$ cat config.mk
export PLATFORM = sky130hd
export DESIGN_NAME = priority_decoder_pulse_flat
export DESIGN_NICKNAME = d
export VERILOG_FILES = /design/src/rtl/priority_decoder_pulse_if.sv /design/src/rtl/priority_decoder_pulse.sv /design/src/flat_wrapper.sv
export SDC_FILE = /design/constraint.sdc
export NUM_CORES = 1
export LEC_CHECK = 0
export BUFFER_PORTS_ARGS = -buffer_cell sky130_fd_sc_hd__buf_4
export CORE_AREA = 10 10 47 49
export CTS_BUF_LIST = sky130_fd_sc_hd__clkbuf_4 sky130_fd_sc_hd__clkbuf_8 sky130_fd_sc_hd__clkbuf_16
export CTS_CLUSTER_SIZE = 10
export DETAILED_ROUTE_END_ITERATION = 16
export DIE_AREA = 0 0 57 59
export GPL_ROUTABILITY_DRIVEN = 0
export PLACE_DENSITY = 0.47
export RECOVER_POWER = 50
export SETUP_SLACK_MARGIN = 0.4
export SLEW_MARGIN = 20
export SYNTH_ARGS = -nofsm -noshare
export SYNTH_HDL_FRONTEND = slang
export SYNTH_SLANG_ARGS = --single-unit
$ cat constraint.sdc
create_clock -name clk -period 3.1 [get_ports clk]
set_input_delay 0.93 -clock clk [delete_from_list [all_inputs] [get_ports clk]]
set_output_delay 0.93 -clock clk [all_outputs]
set_load 0.02 [all_outputs]
$ cat src/rtl/priority_decoder_pulse_if.sv
`default_nettype none
// ============================================================================
//  Module   : priority_decoder_pulse_if
//  Purpose  : Handshake and output bundle for priority_decoder_pulse. Carries
//             the encoded line index (valid/ready) into the decoder and the
//             one-hot strobe vector plus status flags back out.
//  Ports    : in_valid, in_ready, in_code[IN_W], in_none   (request side)
//             out_onehot[OUT_W], out_valid, busy, err      (strobe side)
//  Modports : master - producer of codes / consumer of strobes
//             slave  - the decoder itself
//  Revision : 1.0  initial release
// ============================================================================
interface priority_decoder_pulse_if #(
    parameter int OUT_W = 8
);
    // Code width follows the line count; it is not independently adjustable.
    localparam int c_IN_W = $clog2(OUT_W);

    logic              in_valid;
    logic              in_ready;
    logic [c_IN_W-1:0] in_code;
    logic              in_none;
    logic [OUT_W-1:0]  out_onehot;
    logic              out_valid;
    logic              busy;
    logic              err;

    modport master (
        output in_valid, in_code, in_none,
        input  in_ready, out_onehot, out_valid, busy, err
    );

    modport slave (
        input  in_valid, in_code, in_none,
        output in_ready, out_onehot, out_valid, busy, err
    );
endinterface
`default_nettype wire

$ cat src/rtl/priority_decoder_pulse.sv
`default_nettype none
// ============================================================================
//  Module   : priority_decoder_pulse
//  Purpose  : Re-expands an encoded request index into a registered one-hot
//             strobe held for PULSE_LEN cycles, followed by GAP_LEN forced
//             idle cycles. A "none" flag yields an all-zero strobe that is
//             still flagged valid, keeping "no request" distinct from line 0.
//  Ports    : clk        - clock, all state updates on posedge
//             rst        - synchronous active-high reset
//             bus.slave  - in_valid/in_ready/in_code/in_none handshake,
//                          out_onehot/out_valid/busy/err outputs
//  Params   : OUT_W (>=2), PULSE_LEN (>=1), GAP_LEN (>=0)
//  Macro    : DEC_HOLD_EN - when defined, out_onehot keeps the last decoded
//             value through GAP and IDLE until the next accept or reset.
//  Revision : 1.0  initial release
// ============================================================================
module priority_decoder_pulse #(
    parameter int OUT_W     = 8,
    parameter int PULSE_LEN = 1,
    parameter int GAP_LEN   = 0
) (
    input  logic                    clk,
    input  logic                    rst,
    priority_decoder_pulse_if.slave bus
);

    localparam int c_IN_W    = $clog2(OUT_W);
    localparam int c_CNT_MAX = (PULSE_LEN > GAP_LEN) ? PULSE_LEN : GAP_LEN;
    // Loaded values never exceed c_CNT_MAX-1, so clog2 bits suffice.
    localparam int c_CNT_W   = (c_CNT_MAX > 1) ? $clog2(c_CNT_MAX) : 1;

    localparam logic [c_CNT_W-1:0] c_PULSE_LOAD = c_CNT_W'(PULSE_LEN - 1);
    localparam logic [c_CNT_W-1:0] c_GAP_LOAD   = c_CNT_W'((GAP_LEN > 0) ? GAP_LEN - 1 : 0);
    localparam logic [c_IN_W:0]    c_OUT_W_EXT  = (c_IN_W + 1)'(OUT_W);

    typedef enum logic [1:0] {
        S_IDLE  = 2'd0,
        S_DRIVE = 2'd1,
        S_GAP   = 2'd2
    } state_t;

    state_t             r_state;
    state_t             w_state_nxt;
    logic [c_CNT_W-1:0] r_cnt;
    logic [c_CNT_W-1:0] w_cnt_nxt;
    logic [OUT_W-1:0]   r_onehot;
    logic [OUT_W-1:0]   w_onehot_nxt;
    logic [OUT_W-1:0]   w_decoded;
    logic               r_valid;
    logic               w_valid_nxt;
    logic               r_err;
    logic               w_err_nxt;
    logic               w_ready;
    logic               w_accept;
    logic               w_cnt_zero;
    logic               w_code_oob;

    assign w_cnt_zero = (r_cnt == '0);

    // Back-to-back acceptance is only possible on the last DRIVE cycle and
    // only when there is no gap to serve afterwards.
    assign w_ready  = !rst && ((r_state == S_IDLE) ||
                               ((r_state == S_DRIVE) && w_cnt_zero && (GAP_LEN == 0)));
    assign w_accept = bus.in_valid && w_ready;

    // Codes past the last line are legal input when OUT_W is not a power of
    // two; they decode to nothing and raise err.
    assign w_code_oob = ({1'b0, bus.in_code} >= c_OUT_W_EXT);

    always_comb begin
        w_decoded = '0;
        if (!bus.in_none && !w_code_oob) begin
            w_decoded[bus.in_code] = 1'b1;
        end
    end

    always_comb begin
        w_state_nxt  = r_state;
        w_cnt_nxt    = r_cnt;
        w_onehot_nxt = r_onehot;
        w_err_nxt    = 1'b0;

        if (w_accept) begin
            w_state_nxt  = S_DRIVE;
            w_cnt_nxt    = c_PULSE_LOAD;
            w_onehot_nxt = w_decoded;
            w_err_nxt    = !bus.in_none && w_code_oob;
        end else begin
            case (r_state)
                S_IDLE: begin
                    w_state_nxt = S_IDLE;
                end
                S_DRIVE: begin
                    if (!w_cnt_zero) begin
                        w_cnt_nxt = r_cnt - c_CNT_W'(1);
                    end else if (GAP_LEN > 0) begin
                        w_state_nxt = S_GAP;
                        w_cnt_nxt   = c_GAP_LOAD;
                    end else begin
                        w_state_nxt = S_IDLE;
                    end
                end
                S_GAP: begin
                    if (!w_cnt_zero) begin
                        w_cnt_nxt = r_cnt - c_CNT_W'(1);
                    end else begin
                        w_state_nxt = S_IDLE;
                    end
                end
                default: begin
                    w_state_nxt = S_IDLE;
                    w_cnt_nxt   = '0;
                end
            endcase
        end

        w_valid_nxt = (w_state_nxt == S_DRIVE);

`ifdef DEC_HOLD_EN
        // Lines hold their last decoded value between pulses.
`else
        // Pure pulse: lines are only ever set while the strobe is valid.
        if (!w_valid_nxt) begin
            w_onehot_nxt = '0;
        end
`endif
    end

    always_ff @(posedge clk) begin
        if (rst) begin
            r_state  <= S_IDLE;
            r_cnt    <= '0;
            r_onehot <= '0;
            r_valid  <= 1'b0;
            r_err    <= 1'b0;
        end else begin
            r_state  <= w_state_nxt;
            r_cnt    <= w_cnt_nxt;
            r_onehot <= w_onehot_nxt;
            r_valid  <= w_valid_nxt;
            r_err    <= w_err_nxt;
        end
    end

    assign bus.in_ready   = w_ready;
    assign bus.out_onehot = r_onehot;
    assign bus.out_valid  = r_valid;
    assign bus.busy       = (r_state != S_IDLE);
    assign bus.err        = r_err;

endmodule
`default_nettype wire

$ cat src/flat_wrapper.sv
// flat-port wrapper written by rule: the top's interface ports become plain ports
module priority_decoder_pulse_flat 
#(
    parameter int OUT_W     = 8,
    parameter int PULSE_LEN = 1,
    parameter int GAP_LEN   = 0
)
  (clk, rst, bus_in_valid, bus_in_code, bus_in_none, bus_in_ready, bus_out_onehot, bus_out_valid, bus_busy, bus_err);
  priority_decoder_pulse_if #(.OUT_W(OUT_W)) bus_i ();
  input  logic clk;
  input  logic rst;
  input wire logic [$bits(bus_i.in_valid)-1:0] bus_in_valid;
  input wire logic [$bits(bus_i.in_code)-1:0] bus_in_code;
  input wire logic [$bits(bus_i.in_none)-1:0] bus_in_none;
  output wire logic [$bits(bus_i.in_ready)-1:0] bus_in_ready;
  output wire logic [$bits(bus_i.out_onehot)-1:0] bus_out_onehot;
  output wire logic [$bits(bus_i.out_valid)-1:0] bus_out_valid;
  output wire logic [$bits(bus_i.busy)-1:0] bus_busy;
  output wire logic [$bits(bus_i.err)-1:0] bus_err;
  assign bus_i.in_valid = bus_in_valid;
  assign bus_i.in_code = bus_in_code;
  assign bus_i.in_none = bus_in_none;
  assign bus_in_ready = bus_i.in_ready;
  assign bus_out_onehot = bus_i.out_onehot;
  assign bus_out_valid = bus_i.out_valid;
  assign bus_busy = bus_i.busy;
  assign bus_err = bus_i.err;
  priority_decoder_pulse #(.OUT_W(OUT_W), .PULSE_LEN(PULSE_LEN), .GAP_LEN(GAP_LEN)) u_core (.clk(clk), .rst(rst), .bus(bus_i));
endmodule
==> impl_metrics.tcl <==
set metrics [dict create \
    status "finished clean" \
    crit_path_max_fanout 4 \
    power.share.clock_pct 40.7 \
    wl_per_cell_microns 10.8 \
    slew_violations 0 \
    hold_violations 0 \
    hold-path-cell-count 2 \
    die_w_microns 57 \
    pwr-share-comb_pct 9.1 \
    timing.final.crit_share_pct 69.3 \
    holdCritStartpoint "rst" \
    required_ps 2170 \
    num_antenna_cells 0 \
    synth-seq-cells 9 \
    synth_top_area_share_pct 62.6 \
    min_period_ps 2150 \
    grt_use_total_pct 4.55 \
    switchingPower_mw 0.0494 \
    worst_slack_ps 951 \
    irDropWorstVdd_mv 0.155 \
    area_growth_pct 50.9 \
    grt_pass1_vias 259 \
    crit_arrival_ps 1220 \
    path_clk_slew_ps 60 \
    ant_nets 0 \
    grt_setup_unrepaired "false" \
    postSynth.asyncResetShare_pct 0 \
    synth_edf_count 0 \
    cts_tree "done" \
    grt_start_max_net_pins 6 \
    swShare_pct 21.0 \
    fin_tns_setup_ps 0 \
    std_cell_rows 14 \
    dp_hpwl_microns 558 \
    end_kind "primary output" \
    fin_total_pwr_mw 0.235 \
    yosys.area.top_type "dfxtp_1" \
    place_ws_ps 947 \
    ioPinCount 19 \
    critPathKind "input pin to primary output" \
    nFillCells 158 \
    die_y_microns 59 \
    ys_warn_count 0 \
    yosys-top-cells-area "dfxtp_1, nor2_1, buf_4" \
    syn_area_per_cell_sq_um 10.7 \
    synth_most_common_cell "dfxtp_1" \
    finalSetupViolations 0 \
    clk_path_buf_depth 2 \
    initialDrtViolationCount 1 \
    p_leak_nw 0.201 \
    overflow 0 \
    synthCells 27 \
    final_nets 54 \
    cellInternalPower_mw 0.186 \
    hold_end "u_core.r_state[0]$_SDFF_PP0_" \
    grt_antenna_before_repair 0 \
    syn_nets 34 \
    htreeDepth 1 \
    routed_via_density 3.69 \
    root_buffer "clkbuf_4" \
    numPortBuffers 17 \
    numCtsBuffers 3 \
    postCtsSetupRepairBufs 0 \
    cts_sinks 9 \
    postCtsResizedCells 0 \
    syn-cell-area_sq_um 288 \
    clock.fmax_mhz 465 \
    drt_wl_total_microns 668 \
    drc 0 \
    core_area_sq_mm 0.00140 \
    synthDistinctLibCells 12 \
    drive_above_1_share_pct 41.3 \
    postCtsHoldBufs 0 \
    dr.pass1.iters 2 \
    seqPwrFrac_pct 50.2 \
    synth_commonest_cells "dfxtp_1, nor2_1, buf_4, nand2b_1" \
    hp-class "input pin to register" \
    cap_violations 0 \
    routed-via-count 229 \
    ys_seq_area_share_pct 62.6 \
    start_kind "input pin" \
    dieArea_sq_mm 0.00336 \
    grt_pass1_wl_microns 1080 \
    floorplan.initialDensity_pct 20.5 \
    synth_ff_type "dfxtp_1" \
    power_density_mw_per_mm2 542 \
]
## metrics by stage
step                      cells  hold slack [ps]  util (%)  cell area, sq um
after floorplan              27              999         -               288
after detailed placement     58             1120      30.0               420
final                        62              847      31.0               434
after CTS                    62              834      32.1               450
after global placement       58             1120      30.0               420
after global routing         62              839      31.0               434
## flip-flops by register name, indices dropped and copies added (netlist names)
signal / flops
u_core.bus.out_onehot: 8
u_core.r_state: 1
## cell usage in the layout (no fill, tap or decap)
cell type	n
dfxtp_1	9
buf_4	13
conb_1	1
nor3_1	2
nand2_1	1
or4b_1	1
inv_1	1
nor2b_1	1
nand4bb_1	1
nand2b_1	2
clkbuf_4	6
clkbuf_1	2
nor2_1	6
## logic make-up after synthesis
logic type / Yosys count / synth area share [%]
other: 1 / 1.30
buffers and inverters: 3 / 6.52
AND/OR/NAND/NOR: 14 / 29.6
flip-flops: 9 / 62.6
## worst max-delay path: stages
cell	delay (ps)
buf_4	120
inv_1	40
buf_4	130
## worst max-delay path by stage
stage | start | to | slack (ps) | cells after the start
2_1_floorplan | rst | bus_in_ready | 1110 | 1
3_3_place_gp | rst | bus_in_ready | 950 | 3
3_5_place_dp | rst | bus_in_ready | 950 | 3
4_1_cts | rst | bus_in_ready | 950 | 3
5_1_grt | rst | bus_in_ready | 940 | 3
6_report | rst | bus_in_ready | 950 | 3
## power groups by stage
stage	sequential, mW	combinational (mW)	clock, mW
3_3_place_gp	0.120	0.0231	0
6_report	0.118	0.0214	0.0957
4_1_cts	0.118	0.0233	0.102
2_1_floorplan	0.123	0.00934	0
5_1_grt	0.118	0.0234	0.105
3_5_place_dp	0.121	0.0233	0
## layout make-up
type	instances	area, sq um	area share, %
multi-input combinational	15	80.1	18.4
inverter	1	3.75	0.865
tap	16	20.0	4.61
sequential	9	180	41.5
clock buffer	4	30.0	6.92
timing repair buffer	17	120	27.7
## per-layer routing
layer  wire, microns  vias to the layer above  global-route usage [%]
li1                -                      121                       -
met1             286                       93                    4.20
met2             287                       13                    5.27
met3              71                        2                    2.58
met4              23                        0                    8.05
met5               0                        -                       0
Note: power is estimated with default switching activity, not from simulation.
